<file path="src/rtl/dual_issue_decode_sb_if.sv">
// rtl/dual_issue_decode_sb_if.sv - fetch/issue/writeback bundle for the dual-issue decode scoreboard
interface dual_issue_decode_sb_if #(
    parameter int NREG = 32,
    parameter int NWB  = 2
);
    localparam int AW = $clog2(NREG);

    // fetch side
    logic              in_valid;
    logic              in_slot1_valid;
    logic [31:0]       in_instr0;
    logic [31:0]       in_instr1;
    logic              in_ready;
    logic              flush;
    // issue side
    logic [1:0]        iss_valid;
    logic              iss_ready;
    logic [2*AW-1:0]   iss_rs1;
    logic [2*AW-1:0]   iss_rs2;
    logic [2*AW-1:0]   iss_rd;
    logic [1:0]        iss_illegal;
    // writeback side
    logic [NWB-1:0]    wb_valid;
    logic [NWB*AW-1:0] wb_rd;
    logic [NREG-1:0]   sb_busy;

    modport master (
        output in_valid, in_slot1_valid, in_instr0, in_instr1, flush,
               iss_ready, wb_valid, wb_rd,
        input  in_ready, iss_valid, iss_rs1, iss_rs2, iss_rd, iss_illegal, sb_busy
    );

    modport slave (
        input  in_valid, in_slot1_valid, in_instr0, in_instr1, flush,
               iss_ready, wb_valid, wb_rd,
        output in_ready, iss_valid, iss_rs1, iss_rs2, iss_rd, iss_illegal, sb_busy
    );
endinterface

</file>
<file path="src/rtl/dual_issue_decode_sb.sv">
// rtl/dual_issue_decode_sb.sv - dual-slot register decoder with in-order scoreboard issue (option: WB_BYPASS_EN)
module dual_issue_decode_sb #(
    parameter int NREG = 32,
    parameter int NWB  = 2
) (
    input logic                  clk,
    input logic                  rst,
    dual_issue_decode_sb_if.slave bus
);
    localparam int AW = $clog2(NREG);

    // returns {illegal, use_rd, use_rs2, use_rs1} for a 7-bit opcode
    function automatic logic [3:0] dec_use(input logic [6:0] op);
        case (op)
            7'b0110111, 7'b0010111, 7'b1101111: dec_use = 4'b0100;
            7'b1100111, 7'b0000011, 7'b0010011: dec_use = 4'b0101;
            7'b1100011, 7'b0100011:             dec_use = 4'b0011;
            7'b0110011:                         dec_use = 4'b0111;
            default:                            dec_use = 4'b1000;
        endcase
    endfunction

    logic [1:0]         hv_q, hv_d;
    logic [1:0][AW-1:0] rs1_q, rs1_d;
    logic [1:0][AW-1:0] rs2_q, rs2_d;
    logic [1:0][AW-1:0] rd_q, rd_d;
    logic [1:0]         ill_q, ill_d;
    logic [NREG-1:0]    busy_q, busy_d;

    logic [1:0][AW-1:0] n_rs1, n_rs2, n_rd;
    logic [1:0]         n_ill;
    logic [NREG-1:0]    wb_mask, set_mask, busy_eff;
    logic [1:0]         haz, iss_v, fire;
    logic               intra, in_rdy, acc;

    // opcode-independent fields that decode never looks at
    logic unused_instr_bits;
    assign unused_instr_bits = ^{bus.in_instr0[31:25], bus.in_instr0[14:12],
                                 bus.in_instr1[31:25], bus.in_instr1[14:12]};

    // decode the incoming pair; a missing slot 1 decodes to all-zero, legal
    always_comb begin
        logic [31:0] ins;
        logic [3:0]  u;
        logic        present;
        n_rs1 = '0;
        n_rs2 = '0;
        n_rd  = '0;
        n_ill = '0;
        for (int s = 0; s < 2; s++) begin
            ins     = (s == 0) ? bus.in_instr0 : bus.in_instr1;
            present = (s == 0) ? 1'b1 : bus.in_slot1_valid;
            u       = dec_use(ins[6:0]);
            if (present) begin
                n_rs1[s] = u[0] ? ins[19:15] : '0;
                n_rs2[s] = u[1] ? ins[24:20] : '0;
                n_rd[s]  = u[2] ? ins[11:7]  : '0;
                n_ill[s] = u[3];
            end
        end
    end

    // hazard detection, issue, and handshake generation
    always_comb begin
        wb_mask = '0;
        for (int k = 0; k < NWB; k++) begin
            if (bus.wb_valid[k] && (bus.wb_rd[k*AW +: AW] != '0))
                wb_mask[bus.wb_rd[k*AW +: AW]] = 1'b1;
        end
`ifdef WB_BYPASS_EN
        // a writeback landing this cycle already satisfies its consumers
        busy_eff = busy_q & ~wb_mask;
`else
        busy_eff = busy_q;
`endif
        for (int s = 0; s < 2; s++) begin
            haz[s] = ((rs1_q[s] != '0) && busy_eff[rs1_q[s]]) ||
                     ((rs2_q[s] != '0) && busy_eff[rs2_q[s]]) ||
                     ((rd_q[s]  != '0) && busy_eff[rd_q[s]]);
        end
        intra = hv_q[0] && (rd_q[0] != '0) &&
                ((rs1_q[1] == rd_q[0]) || (rs2_q[1] == rd_q[0]) || (rd_q[1] == rd_q[0]));
        iss_v[0] = hv_q[0] & ~haz[0] & ~bus.flush;
        iss_v[1] = hv_q[1] & ~haz[1] & ~bus.flush & (~hv_q[0] | (iss_v[0] & ~intra));
        fire     = iss_v & {2{bus.iss_ready}};
        in_rdy   = ~bus.flush & ((hv_q & ~fire) == 2'b00);
        acc      = bus.in_valid & in_rdy;
    end

    // next hold-register and scoreboard state
    always_comb begin
        hv_d  = hv_q & ~fire;
        rs1_d = rs1_q;
        rs2_d = rs2_q;
        rd_d  = rd_q;
        ill_d = ill_q;
        if (bus.flush) begin
            hv_d = 2'b00;
        end else if (acc) begin
            hv_d  = {bus.in_slot1_valid, 1'b1};
            rs1_d = n_rs1;
            rs2_d = n_rs2;
            rd_d  = n_rd;
            ill_d = n_ill;
        end
        set_mask = '0;
        for (int s = 0; s < 2; s++) begin
            if (fire[s] && (rd_q[s] != '0))
                set_mask[rd_q[s]] = 1'b1;
        end
        // set is applied after clear so a same-cycle set wins
        busy_d    = (busy_q & ~wb_mask) | set_mask;
        busy_d[0] = 1'b0;
    end

    // state registers
    always_ff @(posedge clk) begin
        if (rst) begin
            hv_q   <= '0;
            rs1_q  <= '0;
            rs2_q  <= '0;
            rd_q   <= '0;
            ill_q  <= '0;
            busy_q <= '0;
        end else begin
            hv_q   <= hv_d;
            rs1_q  <= rs1_d;
            rs2_q  <= rs2_d;
            rd_q   <= rd_d;
            ill_q  <= ill_d;
            busy_q <= busy_d;
        end
    end

    assign bus.in_ready    = in_rdy;
    assign bus.iss_valid   = iss_v;
    assign bus.iss_rs1     = rs1_q;
    assign bus.iss_rs2     = rs2_q;
    assign bus.iss_rd      = rd_q;
    assign bus.iss_illegal = ill_q;
    assign bus.sb_busy     = busy_q;
endmodule

</file>
<file path="src/flat_wrapper.sv">
// flat-port wrapper written by rule: the top's interface ports become plain ports
module dual_issue_decode_sb_flat 
#(
    parameter int NREG = 32,
    parameter int NWB  = 2
)
  (clk, rst, bus_in_valid, bus_in_slot1_valid, bus_in_instr0, bus_in_instr1, bus_flush, bus_iss_ready, bus_wb_valid, bus_wb_rd, bus_in_ready, bus_iss_valid, bus_iss_rs1, bus_iss_rs2, bus_iss_rd, bus_iss_illegal, bus_sb_busy);
  dual_issue_decode_sb_if #(.NREG(NREG), .NWB(NWB)) bus_i ();
  input logic clk;
  input logic rst;
  input wire logic [$bits(bus_i.in_valid)-1:0] bus_in_valid;
  input wire logic [$bits(bus_i.in_slot1_valid)-1:0] bus_in_slot1_valid;
  input wire logic [$bits(bus_i.in_instr0)-1:0] bus_in_instr0;
  input wire logic [$bits(bus_i.in_instr1)-1:0] bus_in_instr1;
  input wire logic [$bits(bus_i.flush)-1:0] bus_flush;
  input wire logic [$bits(bus_i.iss_ready)-1:0] bus_iss_ready;
  input wire logic [$bits(bus_i.wb_valid)-1:0] bus_wb_valid;
  input wire logic [$bits(bus_i.wb_rd)-1:0] bus_wb_rd;
  output wire logic [$bits(bus_i.in_ready)-1:0] bus_in_ready;
  output wire logic [$bits(bus_i.iss_valid)-1:0] bus_iss_valid;
  output wire logic [$bits(bus_i.iss_rs1)-1:0] bus_iss_rs1;
  output wire logic [$bits(bus_i.iss_rs2)-1:0] bus_iss_rs2;
  output wire logic [$bits(bus_i.iss_rd)-1:0] bus_iss_rd;
  output wire logic [$bits(bus_i.iss_illegal)-1:0] bus_iss_illegal;
  output wire logic [$bits(bus_i.sb_busy)-1:0] bus_sb_busy;
  assign bus_i.in_valid = bus_in_valid;
  assign bus_i.in_slot1_valid = bus_in_slot1_valid;
  assign bus_i.in_instr0 = bus_in_instr0;
  assign bus_i.in_instr1 = bus_in_instr1;
  assign bus_i.flush = bus_flush;
  assign bus_i.iss_ready = bus_iss_ready;
  assign bus_i.wb_valid = bus_wb_valid;
  assign bus_i.wb_rd = bus_wb_rd;
  assign bus_in_ready = bus_i.in_ready;
  assign bus_iss_valid = bus_i.iss_valid;
  assign bus_iss_rs1 = bus_i.iss_rs1;
  assign bus_iss_rs2 = bus_i.iss_rs2;
  assign bus_iss_rd = bus_i.iss_rd;
  assign bus_iss_illegal = bus_i.iss_illegal;
  assign bus_sb_busy = bus_i.sb_busy;
  dual_issue_decode_sb #(.NREG(NREG), .NWB(NWB)) u_core (.clk(clk), .rst(rst), .bus(bus_i));
endmodule
</file>
<file path="config.mk">
export PLATFORM = sky130hd
export DESIGN_NAME = dual_issue_decode_sb_flat
export DESIGN_NICKNAME = d
export VERILOG_FILES = /design/src/rtl/dual_issue_decode_sb_if.sv /design/src/rtl/dual_issue_decode_sb.sv /design/src/flat_wrapper.sv
export SDC_FILE = /design/constraint.sdc
export NUM_CORES = 1
export LEC_CHECK = 0
export ABC_AREA = 1
export BUFFER_PORTS_ARGS = -buffer_cell sky130_fd_sc_hd__buf_2
export CAP_MARGIN = 10
export CELL_PAD_IN_SITES_DETAIL_PLACEMENT = 2
export CELL_PAD_IN_SITES_GLOBAL_PLACEMENT = 2
export CORE_UTILIZATION = 27
export CTS_CLUSTER_SIZE = 24
export DETAILED_ROUTE_END_ITERATION = 10
export GPL_TIMING_DRIVEN = 0
export PLACE_DENSITY_LB_ADDON = 0.1
export SKIP_CTS_REPAIR_TIMING = 1
export SYNTH_ARGS = -nofsm -noshare
export SYNTH_HDL_FRONTEND = slang
export SYNTH_SLANG_ARGS = --single-unit
</file>
<file path="constraint.sdc">
create_clock -name clk -period 2.5 [get_ports clk]
set_input_delay 0.125 -clock clk [delete_from_list [all_inputs] [get_ports clk]]
set_output_delay 0.125 -clock clk [all_outputs]
set_load 0.05 [all_outputs]
</file>
=== Word-level counts from Yosys, hierarchy flattened ===
Cells that the tools add are included.

* Register bits: 66
* Bits of input ports: 82
* Output and inout bits: 67
* Word-level logic and storage cells: 141

* $lt $le $gt $ge: 12
* Eq/ne operators: 21
* Muxes and demuxes: 37
* Bitwise logic cells: 22
* Reductions and logical operators: 39

{| class="wikitable"
|+ Operators with widths
! operator !! number
|-
| $mux 32 || 4
|-
| $or 32x32->32 || 3
|-
| $lt 5x6->1 const B || 8
|-
| $mux 5 || 9
|-
| $eq 7x6->1 const B || 6
|-
| $eq 7x7->1 const B || 6
|-
| $reduce_bool 5->1 || 8
|-
| $and 32x32->32 || 1
|-
| $not 32->32 || 1
|-
| $pmux 4 s4 || 2
|-
| $bmux 1 s5 || 6
|-
| $eq 7x5->1 const B || 4
|-
| $demux 1 s5 || 4
|-
| $ge 5x1->1 const B || 4
|-
| $logic_and 1x1->1 || 16
|-
| $eq 5x5->1 || 3
|-
| $eq 7x2->1 const B || 2
|-
| $reduce_or 3->1 || 4
|-
| $mux 1 || 11
|-
| $and 1x1->1 || 8
|-
| $logic_or 1x1->1 || 6
|-
| $reduce_or 2->1 || 3
|-
| $not 1->1 || 5
|-
| $and 2x2->2 || 2
|-
| 5 further kinds || 5
|}

=== Longest topological paths before layout ===
Gate-level depths: netlist (run 1).

* Depth in word-level cells: 18
* Depth in mapped cells: 23
* Gate-level depth less buffers: 20

=== Least setup slack after synthesis (run 1) ===
No wires, ideal clock.

* Path kind: register -> output
* Start point: register u_core.rs2_q (netlist bit u_core.bus.iss_rs2[0])
* End point: output bus_in_ready
* Arrival: 2.799 ns
* Data required time: 2.375 ns
* Slack: -0.424 ns
* Cell stages (with the launch flop): 17
* Buffers on the path: 2
* Cells stage by stage: dfxtp_1 > buf_2 > inv_2 > buf_4 > nand2_1 > nand2_1 > nand2_1 > nand3_1 > nand3_1 > nand2_1 > nand2_1 > nand2_1 > nor2_1 > nand3_2 > nand2_1 > nand2_1 > a21oi_1

* Cells in the longest elaborated chain, start to end: 16
* Elaborated cells on any way between the ends: 17
* Those cells by class: 2 x mux; 10 x bitwise; 5 x reduce/logical

{| class="wikitable"
|+ Ends and longest elaborated chain
! element !! line !! text
|-
| from (decl) || dual_issue_decode_sb.sv:25 || <nowiki>logic [1:0][AW-1:0] rs2_q, rs2_d;</nowiki>
|-
| from (signal assigned) || dual_issue_decode_sb.sv:128 || <nowiki>rs2_q <= rs2_d;</nowiki>
|-
| $bmux 1 s5 || dual_issue_decode_sb.sv:78 || <nowiki>((rs2_q[s] != '0) && busy_eff[rs2_q[s]]) ||</nowiki>
|-
| $mux 1 (not written as such) || dual_issue_decode_sb.sv:78 ||
|-
| $logic_and 1x1->1 * || dual_issue_decode_sb.sv:78 ||
|-
| $logic_or 1x1->1 * || dual_issue_decode_sb.sv:77 || <nowiki>haz[s] = ((rs1_q[s] != '0) && busy_eff[rs1_q[s]]) ||</nowiki>
|-
| $logic_or 1x1->1 * || dual_issue_decode_sb.sv:78 ||
|-
| $not 1->1 * || dual_issue_decode_sb.sv:83 || <nowiki>iss_v[0] = hv_q[0] & ~haz[0] & ~bus.flush;</nowiki>
|-
| $and 1x1->1 * (2 in a row) || dual_issue_decode_sb.sv:83 ||
|-
| $and 1x1->1 || dual_issue_decode_sb.sv:84 || <nowiki>iss_v[1] = hv_q[1] & ~haz[1] & ~bus.flush & (~hv_q[0] | (iss_v[0] & ~intra));</nowiki>
|-
| $or 1x1->1 || dual_issue_decode_sb.sv:84 ||
|-
| $and 1x1->1 || dual_issue_decode_sb.sv:84 ||
|-
| $and 2x2->2 * || dual_issue_decode_sb.sv:85 || <nowiki>fire = iss_v & {2{bus.iss_ready}};</nowiki>
|-
| $not 2->2 * || dual_issue_decode_sb.sv:86 || <nowiki>in_rdy = ~bus.flush & ((hv_q & ~fire) == 2'b00);</nowiki>
|-
| $and 2x2->2 * || dual_issue_decode_sb.sv:86 ||
|-
| $logic_not 2->1 * || dual_issue_decode_sb.sv:86 ||
|-
| $and 1x1->1 * || dual_issue_decode_sb.sv:86 ||
|-
| to (decl) || flat_wrapper.sv:19 || <nowiki>output wire logic [$bits(bus_i.in_ready)-1:0] bus_in_ready;</nowiki>
|}

Every way passes the cells marked *; elsewhere a longest branch is shown, timed or not. The select of a mux whose other input is x is not followed.

=== Final worst setup path (run 1) ===
* Start point: register u_core.rd_q (netlist bit u_core.bus.iss_rd[1])
* End point: register u_core.rs1_q (netlist bit u_core.bus.iss_rs1[3])

* Cells in the longest elaborated chain, start to end: 17
* Elaborated cells on any way between the ends: 26
* Those cells by class: 3 x eq/ne; 2 x mux; 12 x bitwise; 9 x reduce/logical

{| class="wikitable"
|+ Ends and longest elaborated chain
! element !! line !! text
|-
| from (decl) || dual_issue_decode_sb.sv:26 || <nowiki>logic [1:0][AW-1:0] rd_q, rd_d;</nowiki>
|-
| from (signal assigned) || dual_issue_decode_sb.sv:129 || <nowiki>rd_q <= rd_d;</nowiki>
|-
| $bmux 1 s5 || dual_issue_decode_sb.sv:79 || <nowiki>((rd_q[s] != '0) && busy_eff[rd_q[s]]);</nowiki>
|-
| $mux 1 (not written as such) || dual_issue_decode_sb.sv:79 ||
|-
| $logic_and 1x1->1 || dual_issue_decode_sb.sv:79 ||
|-
| $logic_or 1x1->1 || dual_issue_decode_sb.sv:78 ||
|-
| $not 1->1 || dual_issue_decode_sb.sv:83 ||
|-
| $and 1x1->1 (2 in a row) || dual_issue_decode_sb.sv:83 ||
|-
| $and 1x1->1 || dual_issue_decode_sb.sv:84 ||
|-
| $or 1x1->1 || dual_issue_decode_sb.sv:84 ||
|-
| $and 1x1->1 || dual_issue_decode_sb.sv:84 ||
|-
| $and 2x2->2 * || dual_issue_decode_sb.sv:85 ||
|-
| $not 2->2 * || dual_issue_decode_sb.sv:86 ||
|-
| $and 2x2->2 * || dual_issue_decode_sb.sv:86 ||
|-
| $logic_not 2->1 * || dual_issue_decode_sb.sv:86 ||
|-
| $and 1x1->1 * || dual_issue_decode_sb.sv:86 ||
|-
| $and 1x1->1 * || dual_issue_decode_sb.sv:87 || <nowiki>acc = bus.in_valid & in_rdy;</nowiki>
|-
| $reduce_and 2->1 (no line) * || n/a ||
|-
| to (signal assigned) || dual_issue_decode_sb.sv:127 || <nowiki>rs1_q <= rs1_d;</nowiki>
|-
| to (decl) || dual_issue_decode_sb.sv:24 || <nowiki>logic [1:0][AW-1:0] rs1_q, rs1_d;</nowiki>
|}

Marks and branches as above.
A chain may end at the register's enable or synchronous reset.

==> metrics.md, run 1 <==
| Metric | Value |
|---|---|
| Period utilization | `108%` |
| Initial antenna violation count | `0` |
| Total gr overflow | `0` |
| I/O pin cnt | `149` |
| Synthesis-to-layout area growth | `40.4%` |
| F_max | `between 300 and 400 MHz` |
| Core area | `21800 um2` |
| Routability Congestion | `roughly 0.9` |
| Root Driver | `clkbuf_16` |
| CP endpoint kind | `flop` |
| Global-route wire length before repair | `50.5 mm` |
| Clock slew at reported path FFs | `0.07 ns` |
| Top FF cell, synth | `dfxtp_1` |
| CTS tree | `yes` |
| Maximum VDD drop | `slightly below 0.0003 V` |
| Drt pass-1 iters | `5` |
| Fin crit period | `2.71 ns` |
| Cell taking the most area after synthesis | `nand2_1` |
| Most area-consuming cells after synthesis | `nand2_1 (24%), dfxtp_1 (22%), nor2_1 (9.7%)` |
| Die Area | `between 20000 and 25000 um2` |
| Total CTS buffers | `9` |
| Post-synthesis average cell area | `approximately 5.4 um2` |
| TritonCTS Sinks | `65` |
| WL met2 | `16.7 mm` |
| Number of H-tree levels | `3` |
| Drt wl/cell | `roughly 23 um` |
| P per Cell Area | `roughly 390 nW/um2` |
| Lkg Pwr | `3.84 nW` |
| Final ANT Viol Nets | `0` |
| PnR worst setup slack | `-0.209 ns` |
| Setup Skew | `0.0136 ns` |
| FF+latch count, synth | `between 60 and 70` |
| Syn nets | `1190` |
| Overall routed net length | `37.1 mm` |
| Placed Area | `between 6000 and 7000 um2` |
| Post-synth EDFFs | `0` |
| Final Setup Violations | `56` |
| CP arrival | `approximately 3 ns` |
| Largest net degree at the start of global routing | `13` |
| PortBufs | `125` |
| Worst Max-Slew Pin Slew | `1.13 ns` |
| Placed cells | `1513` |
| Failing checks | `negative setup slack` |
| Layout cell share with drive strength beyond 1 | `a little over a quarter` |
| Nets | `1375` |
| Pins Over Slew Limit | `0` |
| Min-Delay Path Class | `input pin to flop` |
| Mapped Cells | `1108` |
| Crit start category | `flop` |
| Avg Vias per Cell | `5.48` |
| Post-synthesis cell type count | `36` |
| Max clock buf depth | `2` |
| Status | `complete, but fails checks` |
| RSZ-0062 raised after global routing | `yes` |
| Max FO, Critical Path | `7` |
| Proportion of netlist area held by the largest area contributor | `between 20 and 25%` |
| Die X | `151 um` |
| Post-Syn Area | `approximately 6000 um2` |
| Asr flop ratio synth | `0%` |
| Yosys warnings | `0` |
| Required time worst endpoint | `about 2.8 ns` |
| Design Area, Final | `8390 um2` |
| Final-report hold violation count | `0` |
| Post-synthesis sequential area ratio | `21.8%` |
| DRC errors left | `0` |
| Hold_ws | `between 0.1 and 0.15 ns` |
| HPWL after DPL | `26.2 mm` |
| Top sig layer | `met4` |
| Metal-1 WL | `around 17 mm` |
| Met3 wire len | `roughly 2.5 mm` |
| Slew HR | `24.3%` |
| Vias in the first global route | `8268` |
| Initial Utilization | `27.5%` |
| Vias | `between 8000 and 9000` |
| Drt initial violations | `518` |
| # rows | `54` |
| # diodes | `0` |
| All-Layer GR Usage | `30.5%` |
| Worst-Skew Late Latency | `~0.36 ns` |
| Crit Path Class | `flop to flop` |
| MaxCap Viol Count | `0` |
| Die Height | `~150 um` |
| Count of non-filler cells in the finished layout | `1578` |
==> per-layer routing <==
layer,vias to the layer above,track usage (%)
li1,3998,-
met1,4277,43.6
met2,315,47.1
met3,62,3.64
met4,0,9.60
met5,-,0
==> kinds of logic after synthesis <==
family,count (synthesis),synth area share [%]
AND/OR/NAND/NOR,744,52.8
other,1,0.0627
buffers and inverters,157,11.0
AO/OA/AOI/OAI,130,12.8
XOR/XNOR,11,1.61
flip-flops,65,21.8
==> power by group <==
part           switching [mW]  internal [mW]  leakage, nW
registers              0.0383           1.05        0.541
logic                   0.479          0.230         3.14
clock network           0.588          0.904        0.151
total                    1.11           2.19         3.84
==> cell usage in the layout, fill, tap and decap left out, types with 4 or more instances in the layout <==
cell type / instances
a21oi_1: 47
a31oi_1: 7
buf_12: 4
buf_2: 128
buf_4: 50
buf_6: 16
buf_8: 5
clkbuf_1: 13
clkbuf_16: 11
clkbuf_4: 9
clkinvlp_4: 10
dfxtp_1: 37
dfxtp_2: 22
dfxtp_4: 6
inv_1: 73
inv_2: 9
inv_4: 6
nand2_1: 371
nand2_2: 9
nand2_4: 4
nand3_1: 104
nand3_2: 4
nand4_1: 45
nor2_1: 142
nor2_2: 6
nor2_4: 8
nor3_1: 24
nor3_4: 13
nor3b_1: 5
o211ai_1: 29
o21ai_0: 30
o21ai_1: 5
xnor2_1: 7
xor2_1: 4
==> final timing paths <==
check	slack [ns]	start	end	cells past startpoint
worst min register to register	0.47	u_core.bus.iss_illegal[1]$_SDFFE_PP0P_	u_core.bus.iss_illegal[1]$_SDFFE_PP0P_	2
worst min-delay path	0.11	bus_flush	u_core.hv_q[0]$_SDFF_PP0_	4
worst max-delay path	-0.21	u_core.bus.iss_rd[1]$_SDFFE_PP0P_	u_core.bus.iss_rs1[3]$_SDFFE_PP0P_	19
worst max register to register	-0.21	u_core.bus.iss_rd[1]$_SDFFE_PP0P_	u_core.bus.iss_rs1[3]$_SDFFE_PP0P_	19
==> flip-flops by register name, summed over array words and instances (netlist names) <==
| register | cells |
|---|---|
| u_core.bus.iss_rs2 | 10 |
| u_core.hv_q | 2 |
| u_core.bus.iss_rd | 10 |
| u_core.bus.iss_illegal | 2 |
| u_core.bus.iss_rs1 | 10 |
| u_core.bus.sb_busy | 31 |
==> stage by stage <==
step | setup TNS, ns | utilization, % | power [mW] | worst slack (ns)
6_report | -7.66 | 38.6 | 3.29 | -0.209
2_1_floorplan | 0 | - | 1.46 | 0.00742
4_1_cts | -38.91 | 33.6 | 3.17 | -0.794
3_3_place_gp | -31.00 | 32.1 | 1.67 | -0.663
3_5_place_dp | -33.97 | 32.1 | 1.68 | -0.716
5_1_grt | -14.20 | 38.6 | 3.40 | -0.316
==> layout make-up <==
cell class | count | area, um2
fill | 2787 | 13400
multi-input combinational | 886 | 4390
sequential | 65 | 1350
timing repair buffer | 179 | 1100
inverter | 101 | 438
buffer | 51 | 428
tap | 280 | 350
clock buffer | 10 | 239
clock inverter | 6 | 91.3
==> synth_stat cells, types with 4 or more instances <==
cell type,number
a21oi_1,50
a31oi_1,7
buf_2,30
clkbuf_1,19
dfxtp_1,65
inv_1,89
inv_2,9
nand2_1,384
nand3_1,108
nand4_1,45
nor2_1,154
nor3_1,39
nor3b_1,5
o211ai_1,29
o21ai_0,32
xnor2_1,7
xor2_1,4
==> critical path, stage by stage, from the launching register on <==
cell and delay [ns]:
dfxtp_4 0.41, inv_8 0.11, nor2_4 0.08, buf_4 0.15, a21oi_2 0.10, nand2_1 0.09
nand2_1 0.10, nand2_2 0.07, nor2_2 0.10, nand2_2 0.09, nor2_4 0.16, nand3_2 0.10
nand2_2 0.11, nand3_4 0.17, nand2_8 0.14, nand3_4 0.18, buf_6 0.19, nand2_1 0.07
nand2_1 0.06, nor2_1 0.13
Note: power is estimated with default switching activity, not from simulation.
==> run 2: changes to the inputs <==
- BUFFER_PORTS_ARGS: -buffer_cell sky130_fd_sc_hd__buf_2 -> default
- CORE_UTILIZATION: 27 -> 32
- DONT_BUFFER_PORTS: default -> 1
==> run 2 against run 1 <==
The flow finishes with violations (design-rule violations, negative setup slack). Sequential power increased by 4%. Die area decreased by 15%. Sequential cell count unchanged. Wire length increased by 15%. Global-route usage increased by 3.8 points. Clock power decreased by 5%. Core utilization increased by 5.0 points. Critical path depth increased by 1. Cell count decreased by 11%. Critical path type unchanged. Critical endpoint is now u_core.bus.iss_rs1[1]$_SDFFE_PP0P_. Largest cell class unchanged. Highest routed layer is now met5.
==> metrics.md, run 2 (synthesis gave the netlist of run 1 again) <==
| Metric | Value |
|---|---|
| Pins Over Slew Limit | `0 (unchanged)` |
| Overall routed net length | `42.6 mm (was 37.1 mm)` |
| Layout cell share with drive strength beyond 1 | `22.9% (was 26.5%)` |
| Fin util | `43.6% (was 38.6%)` |
| Global-route wire length before repair | `49.2 mm (was 50.5 mm)` |
| CP endpoint kind | `flop (unchanged)` |
| Max FO, Critical Path | `10 (was 7)` |
| Post-place setup slack | `-0.976 ns (was -0.716 ns)` |
| Most common cell after layout, fill and taps aside | `nand2_1 (unchanged)` |
| Nets | `1253 (was 1375)` |
| Die X | `139 um (was 151 um)` |
| Vias | `8933 (was 8652)` |
| Final Setup Violations | `68 (was 56)` |
| Worst-Skew Late Latency | `0.37 ns (was 0.36 ns)` |
| Vias in the first global route | `8105 (was 8268)` |
| Final-report hold violation count | `0 (unchanged)` |
| Failing checks | `design-rule violations, negative setup slack (was negative setup slack)` |
| Largest net degree at the start of global routing | `12 (was 13)` |
| Core area | `18100 um2 (was 21800 um2)` |
| Die Area | `19200 um2 (was 22700 um2)` |
| Number of H-tree levels | `3 (unchanged)` |
| Total CTS buffers | `9 (unchanged)` |
| Drt wl/cell | `30.3 um (was 23.5 um)` |
| HPWL after DPL | `24.6 mm (was 26.2 mm)` |
| Crit start category | `flop (unchanged)` |
| Lkg Pwr | `3.28 nW (was 3.84 nW)` |
| PortBufs | `0 (was 125)` |
| Routability Congestion | `0.913 (was 0.907)` |
| Fin crit period | `3.16 ns (was 2.71 ns)` |
| Setup Skew | `0.0113 ns (was 0.0136 ns)` |
| Avg Vias per Cell | `6.36 (was 5.48)` |
| Period utilization | `126% (was 108%)` |
| Initial antenna violation count | `3 (was 0)` |
| Hold_ws | `0.00895 ns (was 0.112 ns)` |
| P per Cell Area | `397 nW/um2 (was 392 nW/um2)` |
| Total gr overflow | `0 (unchanged)` |
| # fillers | `2288 (was 2787)` |
| Die Height | `139 um (was 151 um)` |
| # diodes | `0 (unchanged)` |
| CTS tree | `yes (unchanged)` |
| Slew HR | `34.4% (was 24.3%)` |
| Root Driver | `clkbuf_16 (unchanged)` |
| Synthesis-to-layout area growth | `32.2% (was 40.4%)` |
| Clock slew at reported path FFs | `0.07 ns (about the same)` |
| Drt pass-1 iters | `9 (was 5)` |
| Final ANT Viol Nets | `0 (unchanged)` |
| Max clock buf depth | `2 (unchanged)` |
| CP arrival | `3.43 ns (was 2.99 ns)` |
| Min-Delay Path Class | `input pin to flop (unchanged)` |
| Most frequent cells in the layout | `nand2_1 (356), nor2_1 (130), nand3_1 (106) (was nand2_1 (371), nor2_1 (142), buf_2 (128))` |
| Drt initial violations | `800 (was 518)` |
| Worst Max-Slew Pin Slew | `0.976 ns (was 1.13 ns)` |
| Crit Path Class | `flop to flop (unchanged)` |
| RSZ-0062 raised after global routing | `yes (unchanged)` |
| I/O pin cnt | `149 (unchanged)` |
| DRC errors left | `21 (was 0)` |
| # rows | `49 (was 54)` |
| TritonCTS Sinks | `65 (unchanged)` |
| Initial Utilization | `32.9% (was 27.5%)` |
| Largest register FFs | `31 (unchanged)` |
| F_max | `317 MHz (was 369 MHz)` |
| MaxCap Viol Count | `0 (unchanged)` |
| Maximum VDD drop | `0.000320 V (was 0.000294 V)` |
| Status | `complete, but fails checks (unchanged)` |
| PnR worst setup slack | `-0.658 ns (was -0.209 ns)` |
| All-Layer GR Usage | `34.3% (was 30.5%)` |
| Required time worst endpoint | `2.77 ns (was 2.78 ns)` |
## run 2: final timing paths
| path | from | endpoint | slack [ns] | depth (start not counted) |
|---|---|---|---|---|
| max | u_core.bus.iss_rd[1]$_SDFFE_PP0P_ | u_core.bus.iss_rs1[1]$_SDFFE_PP0P_ | -0.66 | 20 |
| min | bus_in_instr1[7] | u_core.bus.iss_rd[5]$_SDFFE_PP0P_ | 0.009 | 4 |
| max reg2reg | u_core.bus.iss_rd[1]$_SDFFE_PP0P_ | u_core.bus.iss_rs1[1]$_SDFFE_PP0P_ | -0.66 | 20 |
| min reg2reg | u_core.hv_q[0]$_SDFF_PP0_ | u_core.hv_q[0]$_SDFF_PP0_ | 0.57 | 2 |
## run 2: report_power, final
part / switching, mW / total [mW] / internal (mW)
Clock: 0.619 / 1.41 / 0.795
Sequential: 0.0982 / 1.13 / 1.03
Combinational: 0.414 / 0.593 / 0.179
Total: 1.13 / 3.14 / 2.01
## run 2: critical path, stage by stage, from the launching register on
cell,delay (ns)
dfxtp_4,0.46
buf_12,0.17
inv_8,0.06
nand2_2,0.08
inv_2,0.13
nand2_1,0.12
nand4_1,0.14
nand2_1,0.13
nand2_1,0.09
nor2_2,0.12
nand2_2,0.09
nor2_4,0.17
nand3_2,0.13
nand2_2,0.14
nand3_4,0.14
nand2_4,0.17
nand3_4,0.18
buf_8,0.22
nand2_1,0.07
nand2_1,0.07
nor2_1,0.17
## run 2: layer usage
layer / track usage [%] / up-vias / routed length, um
li1: - / 3751 / -
met1: 46.8 / 4475 / 17500
met2: 53.6 / 538 / 18900
met3: 8.01 / 167 / 3850
met4: 9.94 / 2 / 2340
met5: 0 / - / 9
## run 2: layout make-up
type | count | area [um2] | area share (%)
well taps | 229 | 287 | 3.62
multi-input cells | 887 | 4500 | 56.9
clock buffers | 10 | 239 | 3.02
plain buffers | 56 | 498 | 6.30
inverters | 101 | 445 | 5.63
flip-flops and latches | 65 | 1440 | 18.2
clock inverters | 6 | 57.6 | 0.728
repair buffers | 51 | 440 | 5.57
## run 2: through the flow
stage          power (mW)  TNS, ns  cell area [um2]  std cells
6_report             3.14   -32.00             7910       1405
5_1_grt              3.18   -37.84             7910       1405
4_1_cts              2.92   -56.79             6580       1353
3_5_place_dp         1.59   -54.47             6280       1337
3_3_place_gp         1.58   -50.47             6280       1337
2_1_floorplan        1.46        0             6000       1108
==> run 3: changes to the inputs <==
- CTS_BUF_LIST: default -> sky130_fd_sc_hd__clkbuf_4 sky130_fd_sc_hd__clkbuf_8
==> run 3 against run 2 <==
The flow finishes with violations (design-rule violations, negative hold slack, negative setup slack). Sequential cell count unchanged. Sequential share of layout area increased by 0.75 points. Cell count decreased by 0.21%. Via count down 1.2%. Clock power is 26% lower. Critical path type is now flop to primary output. Critical endpoint is now bus_in_ready.
==> metrics.md, run 3 (synthesis gave the netlist of run 1 again) <==
| Metric | Value |
|---|---|
| P per Cell Area | `362 nW/um2 (was 397 nW/um2)` |
| # diodes | `0 (unchanged)` |
| Final-report hold violation count | `5 (was 0)` |
| Multi-input gate area | `4370 um2 (was 4500 um2)` |
| Die X | `139 um (unchanged)` |
| Total power | `2.75 mW (was 3.14 mW)` |
| Avg Vias per Cell | `6.30 (was 6.36)` |
| Total CTS buffers | `9 (unchanged)` |
| Largest register FFs | `31 (unchanged)` |
| DRC errors left | `10 (was 21)` |
| Hold_ws | `-0.0329 ns (was 0.00895 ns)` |
| Most frequent cells in the layout | `nand2_1 (359), nor2_1 (143), nand3_1 (108) (was nand2_1 (356), nor2_1 (130), nand3_1 (106))` |
| Crit start category | `flop (unchanged)` |
| Setup Skew | `0.0187 ns (was 0.0113 ns)` |
| Layout cell share with drive strength beyond 1 | `20.8% (was 22.9%)` |
| Nets | `1250 (was 1253)` |
| Crit-path cells | `buf_4 > inv_1 > nor3_4 > nand2_1 > nand2_1 > nor2_1 > nand2_2 > nor2_4 > nand3_1 > nand2_2 > nand3_4 > a21oi_4 (was buf_12 > inv_8 > nand2_2 > inv_2 > nand2_1 > nand4_1 > nand2_1 > nand2_1 > nor2_2 > nand2_2 > nor2_4 > nand3_2 > nand2_2 > nand3_4 > nand2_4 > nand3_4 > buf_8 > nand2_1 > nand2_1 > nor2_1)` |
| Drt wl/cell | `29.0 um (was 30.3 um)` |
| Core area | `18100 um2 (unchanged)` |
| Min-Delay Path Class | `input pin to flop (unchanged)` |
| Slew HR | `31.3% (was 34.4%)` |
| Initial Utilization | `32.9% (unchanged)` |
| Final ANT Viol Nets | `0 (unchanged)` |
| Die Height | `139 um (unchanged)` |
| Period utilization | `123% (was 126%)` |
| F_max | `326 MHz (was 317 MHz)` |
| Overall routed net length | `40.6 mm (was 42.6 mm)` |
| Largest net degree at the start of global routing | `12 (unchanged)` |
| # fillers | `2323 (was 2288)` |
| TritonCTS Sinks | `65 (unchanged)` |
| Max incr delay on CP | `0.42 ns (was 0.46 ns)` |
| Failing checks | `design-rule violations, negative hold slack, negative setup slack (was design-rule violations, negative setup slack)` |
| MaxCap Viol Count | `0 (unchanged)` |
| Drt pass-1 iters | `11 (was 9)` |
| Worst path buffer plus inverter count | `2 (was 4)` |
| CP endpoint kind | `primary output (was flop)` |
| Pins Over Slew Limit | `0 (unchanged)` |
| Drt initial violations | `818 (was 800)` |
| Clock slew at reported path FFs | `0.10 ns (was 0.07 ns)` |
| Worst-Skew Late Latency | `0.42 ns (was 0.37 ns)` |
| All-Layer GR Usage | `34.3% (about the same)` |
| PortBufs | `0 (unchanged)` |
| Number of H-tree levels | `3 (unchanged)` |
| Initial antenna violation count | `1 (was 3)` |
| I/O pin cnt | `149 (unchanged)` |
| Worst Max-Slew Pin Slew | `1.02 ns (was 0.976 ns)` |
| Global-route wire length before repair | `49.1 mm (was 49.2 mm)` |
| HPWL after DPL | `24.6 mm (unchanged)` |
| Fin crit period | `3.07 ns (was 3.16 ns)` |
| Final Setup Violations | `68 (unchanged)` |
| Status | `complete, but fails checks (unchanged)` |
| Lkg Pwr | `3.18 nW (was 3.28 nW)` |
| Vias in the first global route | `8087 (was 8105)` |
| Total gr overflow | `0 (unchanged)` |
| Synthesis-to-layout area growth | `27.3% (was 32.2%)` |
| Routability Congestion | `0.913 (unchanged)` |
| PnR worst setup slack | `-0.565 ns (was -0.658 ns)` |
| Max FO, Critical Path | `8 (was 10)` |
| CP top delay family | `simple AND/OR/NAND/NOR gates (unchanged)` |
| Required time worst endpoint | `2.38 ns (was 2.77 ns)` |
| Vias | `8829 (was 8933)` |
| # rows | `49 (unchanged)` |
| CP arrival | `2.94 ns (was 3.43 ns)` |
| Register area | `1450 um2 (was 1440 um2)` |
| Most common cell after layout, fill and taps aside | `nand2_1 (unchanged)` |
| Maximum VDD drop | `0.000235 V (was 0.000320 V)` |
| Root Driver | `clkbuf_8 (was clkbuf_16)` |
| RSZ-0062 raised after global routing | `yes (unchanged)` |
| Die Area | `19200 um2 (unchanged)` |
| Max clock buf depth | `2 (unchanged)` |
| Crit Path Class | `flop to primary output (was flop to flop)` |
| Slowest cell on the critical path | `dfxtp_4 (unchanged)` |
| CTS tree | `yes (unchanged)` |
run 3: per-layer routing:
| layer | routed length, um | up-vias | track usage [%] | part of all wire (%) |
|---|---|---|---|---|
| li1 | - | 3742 | - | - |
| met1 | 16400 | 4436 | 47.0 | 40 |
| met2 | 18100 | 501 | 53.7 | 45 |
| met3 | 4000 | 150 | 7.29 | 9.8 |
| met4 | 2070 | 0 | 10.3 | 5.1 |
| met5 | 0 | - | 0 | 0 |
run 3: worst paths after layout:
kind                                     start  cells past startpoint  slack, ns                                 end
max          u_core.bus.iss_rd[2]$_SDFFE_PP0P_                     12      -0.57                        bus_in_ready
min                          bus_in_instr0[24]                      4      -0.03  u_core.bus.iss_rs2[4]$_SDFFE_PP0P_
max reg2reg  u_core.bus.iss_rd[2]$_SDFFE_PP0P_                     17      -0.54   u_core.bus.iss_rd[1]$_SDFFE_PP0P_
min reg2reg          u_core.hv_q[0]$_SDFF_PP0_                      2       0.55           u_core.hv_q[0]$_SDFF_PP0_
run 3: through the flow:
step                      instance area (um2)  setup slack [ns]  instances  setup TNS (ns)  utilization (%)
after CTS                                6480             -1.06       1353          -58.88             35.7
after global routing                     7610            -0.695       1402          -37.41             42.0
after floorplan                          6000           0.00742       1108               0                -
after global placement                   6280            -0.965       1337          -50.47             34.6
after detailed placement                 6280            -0.976       1337          -54.47             34.6
final                                    7610            -0.565       1402          -28.22             42.0
run 3: worst min-delay path, stage by stage:
cell and delay, ns:
nand2_1 0.04, nand4_1 0.08, nand2_1 0.05, nor2_1 0.07
run 3: layout make-up:
type	instances	share of cell area, %
Sequential cell	65	19.0
Timing Repair Buffer	49	5.34
Buffer	56	6.16
Tap cell	229	3.76
Clock inverter	6	0.756
Multi-Input combinational cell	886	57.4
Inverter	101	5.75
Clock buffer	10	1.81
run 3: where the power goes:
| group | switching [mW] | internal [mW] | leakage, nW |
|---|---|---|---|
| Combinational | 0.398 | 0.182 | 2.52 |
| Sequential | 0.0974 | 1.03 | 0.562 |
| Clock | 0.567 | 0.481 | 0.102 |
